==> src/rtl/alu_issue_stage.sv <==
// Sequential issue/capture front-end for the 32-bit combinational ALU:
// decodes and holds operands for EXEC_CYCLES, then presents a registered result.
module alu_issue_stage #(
  parameter int unsigned EXEC_CYCLES = 1,
  parameter int unsigned CNT_W       = 16
) (
  input  logic             clk,
  input  logic             rst_n,
  input  logic             in_valid,
  output logic             in_ready,
  input  logic [2:0]       in_op,
  input  logic [31:0]      in_a,
  input  logic [31:0]      in_b,
  output logic [31:0]      alu_a,
  output logic [31:0]      alu_b,
  output logic             alu_s1,
  output logic             alu_s2,
  output logic             alu_sub,
  output logic             alu_cin,
  input  logic [31:0]      alu_f,
  input  logic             alu_cout,
  input  logic             alu_set,
  output logic             out_valid,
  input  logic             out_ready,
  output logic [31:0]      out_result,
  output logic             out_zero,
  output logic             out_cout,
  output logic             out_err,
  output logic [CNT_W-1:0] op_count
);

  typedef enum logic [1:0] {IDLE, EXEC, DONE} state_e;

  state_e            state_q, state_d;
  logic [3:0]        exec_cnt_q, exec_cnt_d;
  logic [31:0]       alu_a_q, alu_a_d, alu_b_q, alu_b_d;
  logic              s1_q, s1_d, s2_q, s2_d, sub_q, sub_d;
  logic [31:0]       res_q, res_d;
  logic              zero_q, zero_d, cout_q, cout_d, err_q, err_d;
  logic [CNT_W-1:0]  cnt_q, cnt_d;

  logic        op_legal;
  logic        is_slt;
  logic [31:0] cap_res;

  assign op_legal = (in_op == 3'b000) || (in_op == 3'b010) || (in_op == 3'b100) ||
                    (in_op == 3'b101) || (in_op == 3'b111);
  // s1 and s2 are both set only by SLT among the legal opcodes
  assign is_slt  = s1_q & s2_q;
  assign cap_res = is_slt ? {31'b0, alu_set} : alu_f;

  always_comb begin
    state_d    = state_q;
    exec_cnt_d = exec_cnt_q;
    alu_a_d    = alu_a_q;
    alu_b_d    = alu_b_q;
    s1_d       = s1_q;
    s2_d       = s2_q;
    sub_d      = sub_q;
    res_d      = res_q;
    zero_d     = zero_q;
    cout_d     = cout_q;
    err_d      = err_q;
    cnt_d      = cnt_q;
    case (state_q)
      IDLE: begin
        if (in_valid) begin
          if (op_legal) begin
            alu_a_d    = in_a;
            alu_b_d    = in_b;
            s1_d       = in_op[2];
            s2_d       = in_op[1];
            sub_d      = in_op[0];
            exec_cnt_d = 4'(EXEC_CYCLES - 1);
            state_d    = EXEC;
          end else begin
            res_d   = '0;
            zero_d  = 1'b1;
            cout_d  = 1'b0;
            err_d   = 1'b1;
            state_d = DONE;
          end
        end
      end
      EXEC: begin
        if (exec_cnt_q != 4'd0) begin
          exec_cnt_d = exec_cnt_q - 4'd1;
        end else begin
          res_d   = cap_res;
          zero_d  = (cap_res == '0);
          cout_d  = is_slt ? 1'b0 : alu_cout;
          err_d   = 1'b0;
          state_d = DONE;
        end
      end
      DONE: begin
        if (out_ready) begin
          cnt_d   = cnt_q + CNT_W'(1);
          state_d = IDLE;
        end
      end
      default: state_d = IDLE;
    endcase
  end

  always_ff @(posedge clk or negedge rst_n) begin
    if (!rst_n) begin
      state_q    <= IDLE;
      exec_cnt_q <= '0;
      alu_a_q    <= '0;
      alu_b_q    <= '0;
      s1_q       <= 1'b0;
      s2_q       <= 1'b0;
      sub_q      <= 1'b0;
      res_q      <= '0;
      zero_q     <= 1'b0;
      cout_q     <= 1'b0;
      err_q      <= 1'b0;
      cnt_q      <= '0;
    end else begin
      state_q    <= state_d;
      exec_cnt_q <= exec_cnt_d;
      alu_a_q    <= alu_a_d;
      alu_b_q    <= alu_b_d;
      s1_q       <= s1_d;
      s2_q       <= s2_d;
      sub_q      <= sub_d;
      res_q      <= res_d;
      zero_q     <= zero_d;
      cout_q     <= cout_d;
      err_q      <= err_d;
      cnt_q      <= cnt_d;
    end
  end

  assign in_ready   = (state_q == IDLE);
  assign out_valid  = (state_q == DONE);
  assign alu_a      = alu_a_q;
  assign alu_b      = alu_b_q;
  assign alu_s1     = s1_q;
  assign alu_s2     = s2_q;
  assign alu_sub    = sub_q;
  assign alu_cin    = 1'b0;
  assign out_result = res_q;
  assign out_zero   = zero_q;
  assign out_cout   = cout_q;
  assign out_err    = err_q;
  assign op_count   = cnt_q;

endmodule

==> config.mk <==
export PLATFORM = sky130hd
export DESIGN_NAME = alu_issue_stage
export DESIGN_NICKNAME = d
export VERILOG_FILES = /design/src/rtl/alu_issue_stage.sv
export SDC_FILE = /design/constraint.sdc
export NUM_CORES = 1
export LEC_CHECK = 0
export BUFFER_PORTS_ARGS = -buffer_cell sky130_fd_sc_hd__buf_2
export CAP_MARGIN = 20
export CORE_MARGIN = 2
export CORE_UTILIZATION = 48
export CTS_CLUSTER_DIAMETER = 60
export DETAILED_ROUTE_END_ITERATION = 16
export PLACE_DENSITY = 0.8
export SKIP_LAST_GASP = 1
export SYNTH_ARGS = -nofsm -noshare
export SYNTH_HDL_FRONTEND = slang
export SYNTH_SLANG_ARGS = --single-unit
==> constraint.sdc <==
create_clock -name clk -period 2.1 [get_ports clk]
set_input_delay 0.21 -clock clk [delete_from_list [all_inputs] [get_ports clk]]
set_output_delay 0.21 -clock clk [all_outputs]
set_load 0.02 [all_outputs]
### Yosys cells after proc, flatten, opt, wreduce, memory -nomap -nowiden

Cells that the tools add are included.

* register bits after elaboration: 124
* input port bits: 105
* output and inout bits: 121
* word-level logic and storage cells: 66

* $add $sub $neg: 2
* eq/ne operators: 12
* muxes and demuxes: 25
* bitwise operators: 1
* reduce and logical (&&, ||, !) cells: 14

Operators by type and width (count)
* 2-to-1 mux 32 bit: 4
* case mux 32 bit (2 select lines): 1
* zero test 32 bit: 1
* adder 16 x 1 -> 16 bit (second input constant): 1
* 2-to-1 mux 4 bit: 3
* == test 3 bit (second input constant): 3
* 2-to-1 mux 1 bit: 8
* 2-to-1 mux 2 bit: 4
* != test 2 bit (second input constant): 4
* case mux 4 bit (2 select lines): 1
* AND reduction 4 bit: 2
* case mux 1 bit (2 select lines): 3
* case mux 2 bit (3 select lines): 1
* AND reduction 3 bit: 2
* logical OR 1 bit: 4
* != test 2 x 1 -> 1 bit (second input constant): 2
* nonzero test 4 bit: 1
* subtractor 4 x 1 -> 4 bit (second input constant): 1
* == test 3 x 2 -> 1 bit (second input constant): 1
* zero test 3 bit: 1
* == test 2 x 1 -> 1 bit (second input constant): 1
* == test 2 bit (second input constant): 1
* zero test 2 bit: 1
* AND reduction 2 bit: 1
* 2 further kinds: 2

### Depth between registers and ports, before layout

Gate-level depths: netlist (run 1).

* word-level depth: 8
* depth in mapped cells: 8
* gate-level depth less buffers: 6

### Least setup slack after synthesis (run 1)

Ideal clock, no wire load.

* path kind: reg2reg
* start point: reg exec_cnt_q[0]
* end point: reg res_q[0] (netlist: out_result[0])
* setup time: 0.125 ns
* data arrival time: 1.593 ns
* required time: 1.975 ns
* path slack: 0.382 ns
* cell stages (with the launch flop): 8
* buffers on the path: 1
* clock period less this slack: 1.718 ns
* path through: dfrtp_1 -> inv_1 -> ha_1 -> or3b_4 -> a21oi_2 -> o21ai_1 -> buf_6 -> mux2_2

* word-level cells in the longest chain between the ends: 3

Ends and longest elaborated chain
* start: declaration: RTL line 35 `logic [3:0] exec_cnt_q, exec_cnt_d;`
* start signal: assignment: RTL line 122 `exec_cnt_q <= exec_cnt_d;`
* nonzero test 4 bit: RTL line 86 `if (exec_cnt_q != 4'd0) begin`
* != test 2 bit (no source line)
* AND reduction 4 bit (no source line)
* end signal: assignment: RTL line 128 `res_q <= res_d;`
* end: declaration: RTL line 38 `logic [31:0] res_q, res_d;`

No other way between the ends.
A chain may end at the register's enable or synchronous reset.

### Worst setup path in the final report (run 1)

* start point: reg exec_cnt_q[0]
* end point: reg res_q[1] (netlist: out_result[1])

The elaborated chain is that of the path after synthesis.

==> results.sh, run 1 <==
export IMPL_internal_power_w=0.00750
export IMPL_clock_fmax_ghz=0.510
export IMPL_design_area_um2=8190
export IMPL_ys_ff_latch=124
export IMPL_first_pass_iters=4
export IMPL_numClockSinks=124
export IMPL_switching_share=0.374
export IMPL_nNetsFinal=854
export IMPL_syn2layout_area_growth_pct=55.4
export IMPL_crit_type="flop to flop"
export IMPL_numPortBuffers=224
export IMPL_hpwl_um=8770
export IMPL_period_needed_ns=1.96
export IMPL_rsz0062_at_grt="no"
export IMPL_cts_tree="done"
export IMPL_design_core_area_um2=10800
export IMPL_pwr_share_seq=0.338
export IMPL_grt_ovfl_total=0
export IMPL_antenna_found_initial=0
export IMPL_gp_congestion=0.832
export IMPL_met3_usage=0.0586
export IMPL_dieArea_um2=11800
export IMPL_fp_dieH_um=109
export IMPL_drive_gt1_frac=0.445
export IMPL_ys_seq_area_frac=0.589
export IMPL_status="completed"
export IMPL_hold_depth=4
export IMPL_syn_avg_cell_area_um2=12.9
export IMPL_clk_latency_ns=0.51
export IMPL_pwr_share_comb=0.413
export IMPL_finalMaxSlewViolations=0
export IMPL_cts_path_max_buffers=2
export IMPL_yosysTopAreaCellShare=0.589
export IMPL_busiest_layer="met2"
export IMPL_vias=4438
export IMPL_antenna_cells=0
export IMPL_first_global_vias=4756
export IMPL_grt_max_degree=73
export IMPL_htree_num_levels=4
export IMPL_end_kind="flop"
export IMPL_syn_cell_area_um2=5270
export IMPL_mostFrequentLayoutCells="buf_2, dfrtp_1, dlygate4sd3_1"
export IMPL_p_leak_nw=4.20
export IMPL_finalSetupTns_ns=0
export IMPL_clkPwrFrac=0.249
export IMPL_timing_final_crit_share=0.934
export IMPL_io_pins=226
export IMPL_grtUsageTotal=0.252
export IMPL_die_w_um=109
export IMPL_initial_utilization=0.489
export IMPL_start_kind="flop"
export IMPL_report_final_hold_viol_count=0
export IMPL_wirelength_um=14500
export IMPL_cts_resized=0
export IMPL_synth_largest_area_cell="dfrtp_1"
export IMPL_cp_required_ns=2.52
export IMPL_ys_warn_count=0
export IMPL_cts_root_buffer="clkbuf_8"
export IMPL_switchingPower_w=0.00449
export IMPL_syn_nets=518
export IMPL_rows=38
export IMPL_grt_use_met2=0.445
export IMPL_maxCapViolCount=0
export IMPL_hold_ws_ns=0.114
export IMPL_synthDistinctLibCells=44
export IMPL_power_per_cell_area_nw_per_um2=1460
export IMPL_placed_area_um2=6580
export IMPL_finalSetupViolCount=0
export IMPL_via_per_inst=4.95
export IMPL_grt_pass1_wl_um=22700
export IMPL_synth_cells=410
export IMPL_yosys_top_cells_area="dfrtp_1, mux2_2, mux2i_1, nand2_1, inv_1"
export IMPL_dr_first_iter_drc_count=238
export IMPL_cp_arrival_ns=2.38
export IMPL_cp_max_fo=19
export IMPL_reg2reg_depth=7
export IMPL_ir_worst_vdd_mv=0.880
export IMPL_fin_worst_skew_ns=0.00847
export IMPL_worstHoldPathType="input port to flop"
export IMPL_final_common_cell="buf_2"
export IMPL_cts_buffers=17
export IMPL_met1_usage=0.282
export IMPL_drt_antenna_violating_nets=0
export IMPL_drc=0
export IMPL_wl_per_cell_um=16.2
export IMPL_path_clk_slew_ns=0.06
worst max-delay path: stages (launching register included):
cell and delay (ns):
dfrtp_1 0.39, inv_1 0.09, ha_1 0.15, or3b_4 0.40, a21oi_2 0.22, o21ai_4 0.11
buf_4 0.26, mux2i_1 0.24
through the flow:
step	util	cells	setup slack, ns	power, W
2_1_floorplan	-	410	0.382	0.00717
3_3_place_gp	0.609	766	0.258	0.00860
3_5_place_dp	0.609	766	0.189	0.00879
4_1_cts	0.759	897	0.139	0.0120
5_1_grt	0.759	897	0.0473	0.0126
6_report	0.759	897	0.138	0.0120
per-layer routing:
layer,vias to the layer above,part of all wire
li1,2052,-
met1,2139,0.38
met2,195,0.52
met3,52,0.058
met4,0,0.040
met5,-,0
final timing paths:
check,start,end,slack [ns]
min in group asynchronous,rst_n,alu_b[3]$_DFFE_PN0P_,0.12
hold reg to reg,op_count[15]$_DFFE_PN0P_,op_count[15]$_DFFE_PN0P_,0.47
setup / recovery,exec_cnt_q[0]$_DFFE_PN0P_,out_result[1]$_DFFE_PN0P_,0.14
hold / removal,alu_set,out_zero$_DFFE_PN0P_,0.11
max in group asynchronous,rst_n,alu_b[24]$_DFFE_PN0P_,1.28
setup reg to reg,exec_cnt_q[0]$_DFFE_PN0P_,out_result[1]$_DFFE_PN0P_,0.14
cell usage after synthesis (all sizes together):
cell type,n
o21ai,3
a21boi,3
nand2,47
nor2b,1
nand3,6
nand2b,5
clkbuf,4
buf,14
dfrtp,124
or3b,1
a22o,2
o211ai,2
ha,3
xor2,1
nand4,6
or3,1
a21o,1
a21oi,5
o31ai,1
o22ai,1
nor3b,2
nand3b,2
inv,36
nor2,4
and3,2
xnor2,14
or4,1
o21bai,1
conb,1
mux2,67
nor3,3
o21a,1
nor4,7
and2,3
and4,1
mux2i,34
power by group through the flow:
| stage | Clock [W] | Sequential, W | Combinational (W) |
|---|---|---|---|
| finish | 0.00298 | 0.00405 | 0.00495 |
| detailed placement | 0 | 0.00403 | 0.00476 |
| floorplan | 0 | 0.00517 | 0.00200 |
| CTS | 0.00302 | 0.00401 | 0.00493 |
| global placement | 0 | 0.00397 | 0.00463 |
| global route | 0.00314 | 0.00416 | 0.00530 |
cells by family (layout without fill, tap and decap cells):
| logic type | count (synthesis) | in the layout | share of synthesized area |
|---|---|---|---|
| DFF | 124 | 124 | 0.589 |
| xor gates and xnor gates | 15 | 15 | 0.0249 |
| other | 1 | 1 | 0.000711 |
| and+or+nand+nor | 92 | 92 | 0.0885 |
| buffers and inverters | 54 | 401 | 0.0505 |
| muxes | 101 | 101 | 0.213 |
| adders and majority gates | 3 | 3 | 0.00712 |
| AOI/OAI and AO/OA | 20 | 20 | 0.0263 |
registers in the layout (all words and copies together) (netlist names), 2 cells and up:
signal / count
exec_cnt_q: 4
alu_a: 32
state_q: 2
out_result: 32
op_count: 16
alu_b: 32
area by class of cell:
class / count / area (um2)
repair buffers: 335 / 2250
multi-input cells: 232 / 1930
inverters: 36 / 135
fillers: 644 / 2600
flip-flops and latches: 124 / 3100
clock inverters: 6 / 108
well taps: 140 / 175
clock buffers: 24 / 500
timing repair:
action,4_1_cts,5_1_grt
setup buffers,0,0
hold endpoints to repair,212,0
hold buffers,101,0
No activity file was read; power rests on OpenSTA's default activity.
==> inputs of run 2 (changes only) <==
--- a/config.mk
+++ b/config.mk
@@ -5,7 +5,7 @@
 export SDC_FILE = /design/constraint.sdc
 export NUM_CORES = 1
 export LEC_CHECK = 0
-export BUFFER_PORTS_ARGS = -buffer_cell sky130_fd_sc_hd__buf_2
+export BUFFER_PORTS_ARGS = -buffer_cell sky130_fd_sc_hd__buf_4
 export CAP_MARGIN = 20
 export CORE_MARGIN = 2
 export CORE_UTILIZATION = 48
==> results.sh, run 2 (synthesis results as in run 1) <==
export IMPL_grt_max_degree=43
export IMPL_cts_setup_buffers=0
export IMPL_maxCapViolCount=0
export IMPL_clkPwrFrac=0.229
export IMPL_die_w_um=109
export IMPL_cts_tree="done"
export IMPL_crit_buf_inv=2
export IMPL_path_depth=7
export IMPL_max_stage_delay_ns=0.40
export IMPL_dieArea_um2=11800
export IMPL_drt_antenna_violating_nets=0
export IMPL_cp_arrival_ns=2.32
export IMPL_crit_slowest_cell="dfrtp_1"
export IMPL_path_clk_slew_ns=0.05
export IMPL_timing_rr_end="out_result[23]$_DFFE_PN0P_"
export IMPL_worstPathCellList="inv_1 -> ha_1 -> or3b_4 -> a21oi_2 -> o21ai_4 -> buf_12 -> mux2i_1"
export IMPL_clock_fmax_ghz=0.524
export IMPL_wl_per_cell_um=17.0
export IMPL_p_leak_nw=4.35
export IMPL_first_global_vias=4823
export IMPL_grt_pass1_wl_um=23800
export IMPL_drc=0
export IMPL_worstSetupEndpoint="out_result[23]$_DFFE_PN0P_"
export IMPL_cts_path_max_buffers=2
export IMPL_ir_worst_vdd_mv=0.910
export IMPL_pwr_share_seq=0.326
export IMPL_rrSetupSlack_ns=0.19
export IMPL_fp_dieH_um=109
export IMPL_vias=4467
export IMPL_finalSetupViolCount=0
export IMPL_numClockSinks=124
export IMPL_htree_num_levels=4
export IMPL_first_pass_iters=4
export IMPL_pwr_share_comb=0.445
export IMPL_status="completed"
export IMPL_antenna_found_initial=1
export IMPL_switchingPower_w=0.00457
export IMPL_mostFrequentLayoutCells="buf_4, dfrtp_1, dlygate4sd3_1"
export IMPL_finalMaxSlewViolations=0
export IMPL_dr_first_iter_drc_count=211
export IMPL_worstHoldPathType="input port to flop"
export IMPL_report_final_hold_viol_count=0
export IMPL_grt_ovfl_total=0
export IMPL_fin_worst_skew_ns=0.00628
export IMPL_design_core_area_um2=10800
export IMPL_initial_utilization=0.489
export IMPL_period_needed_ns=1.91
export IMPL_end_kind="flop"
export IMPL_cp_max_fo=31
export IMPL_grtUsageTotal=0.266
export IMPL_start_kind="flop"
export IMPL_rows=38
export IMPL_r2r_start="exec_cnt_q[0]$_DFFE_PN0P_"
export IMPL_report_power_total_w=0.0126
export IMPL_hpwl_um=9290
export IMPL_cp_required_ns=2.51
export IMPL_nNetsFinal=854
export IMPL_io_pins=226
export IMPL_syn2layout_area_growth_pct=66.2
export IMPL_rsz0062_at_grt="no"
export IMPL_crit_type="flop to flop"
export IMPL_via_per_inst=4.97
export IMPL_cts_root_buffer="clkbuf_8"
export IMPL_cts_resized=0
export IMPL_internal_power_w=0.00803
export IMPL_crit_start="exec_cnt_q[0]$_DFFE_PN0P_"
export IMPL_gp_congestion=0.809
export IMPL_clk_latency_ns=0.50
export IMPL_power_per_cell_area_nw_per_um2=1440
export IMPL_crit_family="flip-flops"
export IMPL_finalSetupTns_ns=0
export IMPL_switching_share=0.362
export IMPL_timing_final_crit_share=0.908
export IMPL_final_common_cell="buf_4"
export IMPL_wirelength_um=15300
export IMPL_cts_hold_fix_buffers=101
export IMPL_drive_gt1_frac=0.444
export IMPL_cts_buffers=17
export IMPL_numPortBuffers=224
export IMPL_reg2reg_depth=7
==> run 2: worst reg2reg max path, stage by stage (launching register included) <==
cell and delay [ns]:
dfrtp_1 0.40, inv_1 0.10, ha_1 0.14, or3b_4 0.40, a21oi_2 0.22, o21ai_4 0.13, buf_12 0.21, mux2i_1 0.22
==> run 2: how the worst min path moves through the flow <==
stage            start  cells after the start                   end  slack [ns]
6_report       alu_set                      4  out_zero$_DFFE_PN0P_        0.13
5_1_grt        alu_set                      4  out_zero$_DFFE_PN0P_        0.15
2_1_floorplan    rst_n                      0  alu_a[0]$_DFFE_PN0P_       -0.09
3_5_place_dp     rst_n                      1  alu_b[4]$_DFFE_PN0P_        0.20
3_3_place_gp     rst_n                      1  alu_b[6]$_DFFE_PN0P_        0.19
4_1_cts        alu_set                      4  out_zero$_DFFE_PN0P_        0.11
==> run 2: metal layers <==
metal / up-vias / track usage / routed length, um
met5: - / 0 / 0
met4: 0 / 0.134 / 422
met3: 32 / 0.0663 / 873
met2: 168 / 0.474 / 8370
met1: 2211 / 0.295 / 5610
li1: 2056 / - / -
==> run 2: final cells by class <==
type,instances,area [um2]
flip-flops and latches,124,3100
repair buffers,335,2830
multi-input cells,232,1930
well taps,140,175
clock inverters,7,113
inverters,36,135
clock buffers,23,477
diodes,1,2.50
fillers,607,2030
==> run 2: stage by stage <==
stage	util	hold slack (ns)	cell area [um2]	cells	setup slack, ns
2_1_floorplan	-	-0.0856	5270	410	0.382
3_3_place_gp	0.663	0.189	7160	766	0.308
3_5_place_dp	0.663	0.195	7160	766	0.229
4_1_cts	0.812	0.106	8760	897	0.215
5_1_grt	0.812	0.150	8760	898	0.0848
6_report	0.812	0.129	8760	898	0.193
==> run 2: power by group through the flow <==
stage	Clock, W	Combinational (W)	Sequential (W)
after floorplan	0	0.00200	0.00517
after global placement	0	0.00526	0.00403
after detailed placement	0	0.00539	0.00409
after CTS	0.00295	0.00556	0.00406
after global routing	0.00306	0.00596	0.00423
final	0.00289	0.00560	0.00411
